$ cat config.mk
export PLATFORM = sky130hd
export DESIGN_NAME = fetch_unit
export DESIGN_NICKNAME = d
export VERILOG_FILES = /design/src/rtl/fetch_unit.sv
export SDC_FILE = /design/constraint.sdc
export NUM_CORES = 1
export LEC_CHECK = 0
export CAP_MARGIN = 15
export CORE_ASPECT_RATIO = 0.7
export CORE_MARGIN = 2
export CORE_UTILIZATION = 52
export CTS_BUF_LIST = sky130_fd_sc_hd__clkbuf_4 sky130_fd_sc_hd__clkbuf_8 sky130_fd_sc_hd__clkbuf_16
export CTS_CLUSTER_DIAMETER = 200
export DETAILED_ROUTE_END_ITERATION = 6
export PLACE_DENSITY = 0.77
export SLEW_MARGIN = 10
export SYNTH_ARGS = -nofsm -noshare
export SYNTH_HDL_FRONTEND = slang
export SYNTH_SLANG_ARGS = --single-unit
$ cat constraint.sdc
create_clock -name clk -period 2.4 [get_ports clk]
set_input_delay 0.48 -clock clk [delete_from_list [all_inputs] [get_ports clk]]
set_output_delay 0.48 -clock clk [all_outputs]
set_load 0.01 [all_outputs]
$ cat src/rtl/fetch_unit.sv
// Instruction fetch unit: one-outstanding-request memory fetcher feeding a 4-entry
// instruction queue, with redirect flush, stale-response draining and halt.
module fetch_unit #(
  parameter logic [15:0] RESET_PC = 16'h0000,
  parameter int unsigned DEPTH    = 4
) (
  input  logic        clk,
  input  logic        rst_n,
  output logic        imem_req,
  output logic [15:0] imem_addr,
  input  logic        imem_rvalid,
  input  logic [15:0] imem_rdata,
  output logic [15:0] instr,
  output logic [15:0] instr_pc,
  output logic        instr_valid,
  input  logic        instr_ready,
  input  logic        redirect,
  input  logic [15:0] redirect_pc,
  input  logic        hlt
);

  localparam logic [2:0] QFull = 3'(DEPTH);

  typedef enum logic [1:0] {StRun, StWait, StDrain, StHalt} state_e;

  state_e      state_q, state_d;
  logic [15:0] fetch_pc_q, fetch_pc_d;
  logic [15:0] req_pc_q, req_pc_d;
  logic [1:0]  head_q, head_d;
  logic [1:0]  tail;
  logic [2:0]  count_q, count_d;
  logic [15:0] data_q [4];
  logic [15:0] data_d [4];
  logic [15:0] pc_q   [4];
  logic [15:0] pc_d   [4];
  logic        enq, deq;

  always_comb begin
    // Gating with rst_n keeps the request low while reset is held.
    imem_req    = rst_n && (state_q == StRun) && (count_q < QFull);
    imem_addr   = imem_req ? fetch_pc_q : 16'h0000;
    instr_valid = (count_q != 3'd0) && (state_q != StHalt);
    instr       = instr_valid ? data_q[head_q] : 16'h0000;
    instr_pc    = instr_valid ? pc_q[head_q] : 16'h0000;
    tail        = head_q + count_q[1:0];
    deq         = instr_valid && instr_ready;
    enq         = (state_q == StWait) && imem_rvalid;
  end

  always_comb begin
    state_d    = state_q;
    fetch_pc_d = fetch_pc_q;
    req_pc_d   = req_pc_q;
    head_d     = head_q;
    count_d    = count_q;
    data_d     = data_q;
    pc_d       = pc_q;

    if (hlt) begin
      state_d = StHalt;
      head_d  = 2'd0;
      count_d = 3'd0;
    end else if (state_q == StHalt) begin
      state_d = StHalt;
    end else if (redirect) begin
      head_d     = 2'd0;
      count_d    = 3'd0;
      fetch_pc_d = redirect_pc;
      unique case (state_q)
        // A request issued in the redirect cycle is still outstanding and must be drained.
        StRun:   state_d = imem_req ? StDrain : StRun;
        StWait:  state_d = imem_rvalid ? StRun : StDrain;
        StDrain: state_d = imem_rvalid ? StRun : StDrain;
        default: state_d = state_q;
      endcase
    end else begin
      unique case (state_q)
        StRun: begin
          if (imem_req) begin
            req_pc_d   = fetch_pc_q;
            fetch_pc_d = fetch_pc_q + 16'd1;
            state_d    = StWait;
          end
        end
        StWait:  if (imem_rvalid) state_d = StRun;
        StDrain: if (imem_rvalid) state_d = StRun;
        default: state_d = state_q;
      endcase
      if (enq) begin
        data_d[tail] = imem_rdata;
        pc_d[tail]   = req_pc_q;
      end
      if (deq) head_d = head_q + 2'd1;
      count_d = count_q + {2'b00, enq} - {2'b00, deq};
    end
  end

  always_ff @(posedge clk or negedge rst_n) begin
    if (!rst_n) begin
      state_q    <= StRun;
      fetch_pc_q <= RESET_PC;
      req_pc_q   <= 16'h0000;
      head_q     <= 2'd0;
      count_q    <= 3'd0;
      for (int i = 0; i < 4; i++) begin
        data_q[i] <= 16'h0000;
        pc_q[i]   <= 16'h0000;
      end
    end else begin
      state_q    <= state_d;
      fetch_pc_q <= fetch_pc_d;
      req_pc_q   <= req_pc_d;
      head_q     <= head_d;
      count_q    <= count_d;
      data_q     <= data_d;
      pc_q       <= pc_d;
    end
  end

endmodule

=== Yosys cells after proc, flatten, opt, wreduce, memory -nomap -nowiden ===
Index checks and enable logic that the tools add are counted.

* Flip-flop bits (word level): 167
* Input port bits: 38
* Output and inout port bits: 50
* Word-level logic and storage cells: 84

* Add/sub/neg operators: 5
* Order comparisons: 4
* Eq/ne operators: 7
* Multiplexer cells: 32
* Bitwise gates (word level): 5
* Reductions and logical operators: 18

{| class="wikitable"
|+ Operators with widths
! operator !! number
|-
| $mux W16 || 11
|-
| $bwmux W64 || 2
|-
| $bmux W16 S2 || 2
|-
| $demux W16 S2 || 1
|-
| $mux W2 || 11
|-
| $add A16 B1 Y16 const B || 1
|-
| $mux W3 || 3
|-
| $pmux W2 S2 || 2
|-
| $reduce_and A4 Y1 || 2
|-
| $ge A3 B3 Y1 const B || 2
|-
| $logic_and A1 B1 Y1 || 6
|-
| $not A2 Y3 || 2
|-
| $reduce_bool A3 Y1 || 2
|-
| $ne A5 B1 Y1 const B || 1
|-
| $ne A5 B4 Y1 const B || 1
|-
| $reduce_and A5 Y1 || 1
|-
| $eq A2 B2 Y1 const B || 2
|-
| $ne A2 B2 Y1 const B || 2
|-
| $reduce_bool A2 Y1 || 2
|-
| $reduce_bool A4 Y1 || 1
|-
| $add A3 B1 Y3 || 1
|-
| $lt A3 B1 Y1 const B || 1
|-
| $lt A3 B3 Y1 const B || 1
|-
| $not A1 Y1 || 3
|-
| other kinds (8) || 8
|}

=== Depth between registers and ports, before layout ===
* Word-level depth: 8
* Mapped depth: 12
* Gate-level depth less buffers: 12

=== Worst setup path before layout ===
OpenSTA, ideal clock, no wires.

* Path kind: register to register
* Start point: reg state_q[0]
* End point: reg count_q[2]
* Library setup time: 0.121 ns
* Arrival: 2.438 ns
* Data required time: 2.279 ns
* Slack: -0.159 ns
* Cell stages (with the launch flop): 13
* Path buffers: 1
* Period minus slack after synthesis: 2.559 ns
* Cell sequence: dfrtp_1 -> ha_1 -> clkbuf_1 -> nor2b_1 -> ha_1 -> inv_1 -> ha_1 -> inv_1 -> fa_1 -> xor2_1 -> mux2_2 -> a22oi_1 -> nor2_1

* Cells in the longest elaborated chain, start to end: 7
* Elaborated cells on any way between the ends: 12
* Classes of those cells: add/sub (2); eq/ne (4); mux (3); reduce/logical (3)

{| class="wikitable"
|+ RTL lines
! item !! RTL line !! text
|-
| start: declaration || 26 || <nowiki>state_e state_q, state_d;</nowiki>
|-
| start signal: assignment || 100 || <nowiki>state_q <= StRun;</nowiki>
|-
| start signal: assignment || 110 || <nowiki>state_q <= state_d;</nowiki>
|-
| $eq A2 B1 Y1 or $ne A2 B2 Y1 (tied branches) || 47, 42 ||
|-
| $logic_and A1 B1 Y1 (on tied branches) || 47, 42 ||
|-
| $add A3 B1 Y3 or $logic_and A1 B1 Y1 (tied branches) || 94, 46 ||
|-
| $sub A3 B1 Y3 || 94 || <nowiki>count_d = count_q + {2'b00, enq} - {2'b00, deq};</nowiki>
|-
| $mux W3 || 65 || <nowiki>end else if (redirect) begin</nowiki>
|-
| $mux W3 || 63 || <nowiki>end else if (state_q == StHalt) begin</nowiki>
|-
| $mux W3 || 59 || <nowiki>if (hlt) begin</nowiki>
|-
| end signal: assignment || 114 || <nowiki>count_q <= count_d;</nowiki>
|-
| end: declaration || 31 || <nowiki>logic [2:0] count_q, count_d;</nowiki>
|}

Several ways; a longest one is shown, not always the timed one. The select of a mux whose other input is x is not followed.
A chain may end at the register's enable or synchronous reset.

=== Worst setup path after layout ===
* Start point: reg count_q[1]
* End point: reg count_q[2]

* Cells in the longest elaborated chain, start to end: 7
* Elaborated cells on any way between the ends: 8
* Classes of those cells: add/sub (2); mux (3); reduce/logical (3)

{| class="wikitable"
|+ RTL lines
! item !! RTL line
|-
| parallel branches: the longest is 3 deep, another holds $add A3 B1 Y3 || n/a
|-
| $sub A3 B1 Y3 (*) || 94
|-
| $mux W3 (*) || 65
|-
| $mux W3 (*) || 63
|-
| $mux W3 (*) || 59
|}

Every way passes the cells marked *. The select of a mux whose other input is x is not followed.

==> metrics.csv <==
metric,value,unit
outcome,"complete, but fails checks",
violations,negative setup slack,
die_w,155,um
hold_viol,0,
tightestPinTransition,0.917,ns
synth_most_common_cell,dfrtp_1,
via_per_inst,6.03,
synth-async-reset-ratio,1.00,
clockBufferDepth,2,
numPortBuffers,87,
relSlewSlack,0.389,
synth-main-ff-cell,dfrtp_1,
synth_enable_flop_cells,0,
fp.coreArea,15600,sq um
skew,0.0109,ns
slew_viol_final,0,
drv_cap,0,
ys_warn_count,0,
utilization,0.707,
power.total,6.14,mW
finalSetupViolations,39,
grt_overflow,0,
die_h,110,um
cts.clk_slew.worst_paths,0.06,ns
placedCellCount,873,
ctsHoldBuffers,0,
ant_nets,0,
io_pins,88,
synthTopCellsByArea,"dfrtp_1 50%, mux2_2 11%, mux2_4 11%",
h-tree-depth,4,
routed_wl,22000,um
fin_crit,2.54,ns
netlist_area,8340,sq um
layout_setup_ws,-0.141,ns
holdCritPathClass,input port to asynchronous set/reset pin,
gp_congestion,0.867,
final_area,11000,sq um
antenna_found_initial,0,
holdWs,0.160,ns
grt_pass1_vias,5730,
routed-via-count,5667,
track_usage,0.237,
cts_buffers,17,
netlist_top_cells_count,"167 x dfrtp_1, 84 x mux2_2, 60 x mux2_4",
cp.required,2.72,ns
dieArea,17100,sq um
rows,38,
irDropWorstVdd,0.000403,V
end_kind,flip-flop,
start_kind,flip-flop,
avgSynthCellArea,14.2,sq um
place_area,9640,sq um
place_hpwl,11800,um
fin_cells,940,
cts.sinks,167,
fin_nets,774,
ys_seq_area_frac,0.501,
clockRootBuffer,clkbuf_16,
crit_fanout,2,
synth_top_area_cell,dfrtp_1,
insertion_delay,0.44,ns
drtPass1Iterations,5,
drt-initial-drc-count,494,
syn-num-nets,635,
final_layout_size_suffix_gt1_frac,0.534,
drc_errors,0,
grt_pass1_wl,30900,um
p_per_area,557,nW/um^2
grt_max_degree,168,
cts_tree,done,
initial_utilization,0.535,
synth_top_area_share,0.501,
rsz0062_at_grt,true,
dp_slack,-0.512,ns
yosysUniqueCellTypes,54,
worstSetupPathType,flip-flop to flip-flop,
synthToLayoutAreaGrowth,32.1,%
syn-instance-count,589,
ys_ff_latch,167,
critPathArrivalTime,2.86,ns
clock.fmax,393,MHz
leakage,5.26,nW
period_share,1.06,
diodes,0,
setup_tns,-1.89,ns
wl_per_cell,23.5,um
## logic make-up after synthesis
group,after synthesis,synth area share
compound gates,50,0.0358
fa+ha+maj,8,0.0129
simple gates,128,0.0919
flops,167,0.501
xor+xnor,4,0.00690
mux,184,0.318
buf+inv,48,0.0336
## flip-flops by register name, indices dropped and copies added (netlist names)
signal and flops:
data_q 64, head_q 2, count_q 3, req_pc_q 16, fetch_pc_q 16, state_q 2
pc_q 64
## where the power goes
part / leakage, nW / internal [mW] / switching [mW]
logic: 2.66 / 0.115 / 0.133
clock network: 0.301 / 1.79 / 1.17
registers: 2.30 / 2.86 / 0.0707
total: 5.26 / 4.76 / 1.38
## what timing repair did
item | 4_1_cts | 5_1_grt
buffers inserted | 16 | 11
cloned | 3 | 9
endpoints found under the setup margin | 51 | 140
resized for setup | 211 | 87
pin swaps | 25 | 19
## per-layer routing
| layer | wire length, um | GRT usage | vias to the layer above |
|---|---|---|---|
| met5 | 0 | 0 | - |
| met4 | 218 | 0.0682 | 0 |
| met3 | 1430 | 0.0532 | 32 |
| met2 | 10500 | 0.374 | 216 |
| met1 | 9870 | 0.336 | 2977 |
| li1 | - | - | 2442 |
## final timing paths
kind / startpoint / to / slack (ns) / depth (start not counted)
worst max register to register: count_q[1]$_DFFE_PN0P_ / count_q[2]$_DFFE_PN0P_ / -0.14 / 11
worst min register to register: data_q[61]$_DFFE_PN0P_ / data_q[61]$_DFFE_PN0P_ / 0.50 / 1
min in group clk: data_q[61]$_DFFE_PN0P_ / data_q[61]$_DFFE_PN0P_ / 0.50 / 1
worst min-delay path: rst_n / fetch_pc_q[11]$_DFFE_PN0P_ / 0.16 / 2
max in group asynchronous: rst_n / count_q[1]$_DFFE_PN0P_ / 1.49 / 2
worst max-delay path: count_q[1]$_DFFE_PN0P_ / count_q[2]$_DFFE_PN0P_ / -0.14 / 11
## worst max-delay path: stages, from the launching register on
cell	delay, ns
dfrtp_2	0.41
o31a_1	0.31
nor2b_4	0.14
ha_4	0.21
inv_2	0.06
ha_4	0.12
inv_2	0.04
fa_2	0.41
xor2_2	0.20
mux2_4	0.32
a22oi_2	0.15
nor2_1	0.06
## placed cells by master (no fill, tap or decap), types with 4 or more instances in the layout
| cell type | instances |
|---|---|
| mux2_4 | 61 |
| o21ai_0 | 16 |
| buf_4 | 30 |
| clkdlybuf4s50_1 | 36 |
| clkinvlp_4 | 5 |
| mux4_2 | 32 |
| buf_2 | 9 |
| a21oi_1 | 15 |
| buf_12 | 20 |
| nand4_1 | 4 |
| o22ai_1 | 5 |
| mux2i_1 | 5 |
| nand3_1 | 9 |
| and2_4 | 38 |
| bufinv_16 | 4 |
| inv_1 | 6 |
| mux2_2 | 84 |
| nor3_1 | 9 |
| and3_1 | 4 |
| buf_6 | 44 |
| dfrtp_1 | 164 |
| dlygate4sd2_1 | 5 |
| and2_1 | 6 |
| nand2_1 | 12 |
| nor2_1 | 19 |
| ha_4 | 4 |
| clkbuf_16 | 23 |
## area by class of cell
class                   instances  area (sq um)
clock buffers                  19           453
fillers                       977          4580
repair buffers                156          1780
multi-input cells             374          4120
repair inverters                1          7.51
clock inverters                12           175
well taps                     200           250
flip-flops and latches        167          4180
inverters                      11          47.5
(Power assumes the default switching activity.)
==> RTL change (same settings) <==
Encoding of `state_e`: now one-hot (4 bits for 4 states).
--- a/src/rtl/fetch_unit.sv
+++ b/src/rtl/fetch_unit.sv
@@ -23,3 +23,3 @@
 
-  typedef enum logic [1:0] {StRun, StWait, StDrain, StHalt} state_e;
+  typedef enum logic [3:0] {StRun = 4'b0001, StWait = 4'b0010, StDrain = 4'b0100, StHalt = 4'b1000} state_e;
 
Function: no difference found for any inputs over 4 cycles, from zero or initial values and one cycle with rst_n low; so few cycles prove little.
==> RTL change against the original RTL <==
  * The flow still finishes with violations (setup timing)
  * Worst setup slack lost 0.10 ns
  * Cell area decreased by 2.7%
  * Wire length down 3.3%
  * Sequential cell count is 2 higher
  * Total power fell by 5.0%
  * Die area is 2.5% lower
  * Final cell count grew 1.5%
  * Area after synthesis down 2.6%
  * Critical path type is now reg -> out
  * Largest cell class unchanged
==> RTL change: results (changes against the original RTL) <==
stage	metric	value	unit	change
status	status	complete, but fails checks		unchanged
status	violations	setup timing		unchanged
logic_synthesis	synth.top_cells.by_count	dfrtp_1, mux2_2, and2_1		was dfrtp_1, mux2_2, mux2_4
logic_synthesis	syn-num-nets	631		was 635
logic_synthesis	avgSynthCellArea	13.8	µm²	was 14.2 µm²
placed_design	globalplace.congestion	0.905		was 0.867
cts	postCtsSetupBuffers	18		was 16
setup_path	crit_start	state_q[2]		was count_q[1]
logic_synthesis	muxShareOfSynthArea	0.302		was 0.318
setup_path	critPathSlowestCell	or4b_4		was dfrtp_2
route	routed_wl	21.3	mm	was 22.0 mm
sta	worst_slack	-0.242	ns	was -0.141 ns
logic_synthesis	seq_area_frac_synth	0.521		was 0.501
route	vias	5747		was 5667
cts	cts_resized	238		was 211
power_and_ir_drop	p_sw_frac	0.251		was 0.224
logic_synthesis	synth-compound-area-share	0.0411		was 0.0358
logic_synthesis	synth-xor-area-share	0.00539		was 0.00690
power_and_ir_drop	ir_drop	0.480	mV	was 0.403 mV
route	vias_per_cell	6.02		was 6.03
placed_design	place_area	9580	µm²	was 9640 µm²
sta	setup_viol	51		was 39
global_route	grt_pass1_vias	5925		was 5730
placed_design	dpl.hpwl	12.4	mm	was 11.8 mm
placed_design	dp.cells	889		was 873
setup_path	crit_fanout	5		was 2
logic_synthesis	synthAdderAreaFrac	0.00862		was 0.0129
[RTL change: cell families after synthesis]
kind of cell,count (synthesis)
compound gates,53
xor+xnor,5
fa+ha+maj,5
buf+inv,46
flops,169
mux,187
simple gates,123
[RTL change: final cells by class]
cell class                      instances  area [µm²]  area share
Sequential cell                       169        4230       0.395
Multi-Input combinational cell        373        3820       0.356
Timing Repair Buffer                  172        1800       0.168
Clock buffer                           17         425      0.0397
Tap cell                              200         250      0.0233
Clock inverter                         15         159      0.0148
Inverter                                8        35.0     0.00327
[RTL change: power groups by stage]
stage	sequential, mW	combinational (mW)	clock [mW]
after global routing	2.93	0.224	2.86
after CTS	2.93	0.203	2.71
final	2.93	0.202	2.70
after detailed placement	2.98	0.201	0
after global placement	2.97	0.193	0
after floorplan	2.96	0.0494	0
[RTL change: layer usage]
metal,wire length (µm),track usage,vias to the layer above
li1,-,-,2476
met1,9190,0.325,3052
met2,10500,0.409,189
met3,1190,0.0649,30
met4,408,0.0721,0
met5,0,0,-
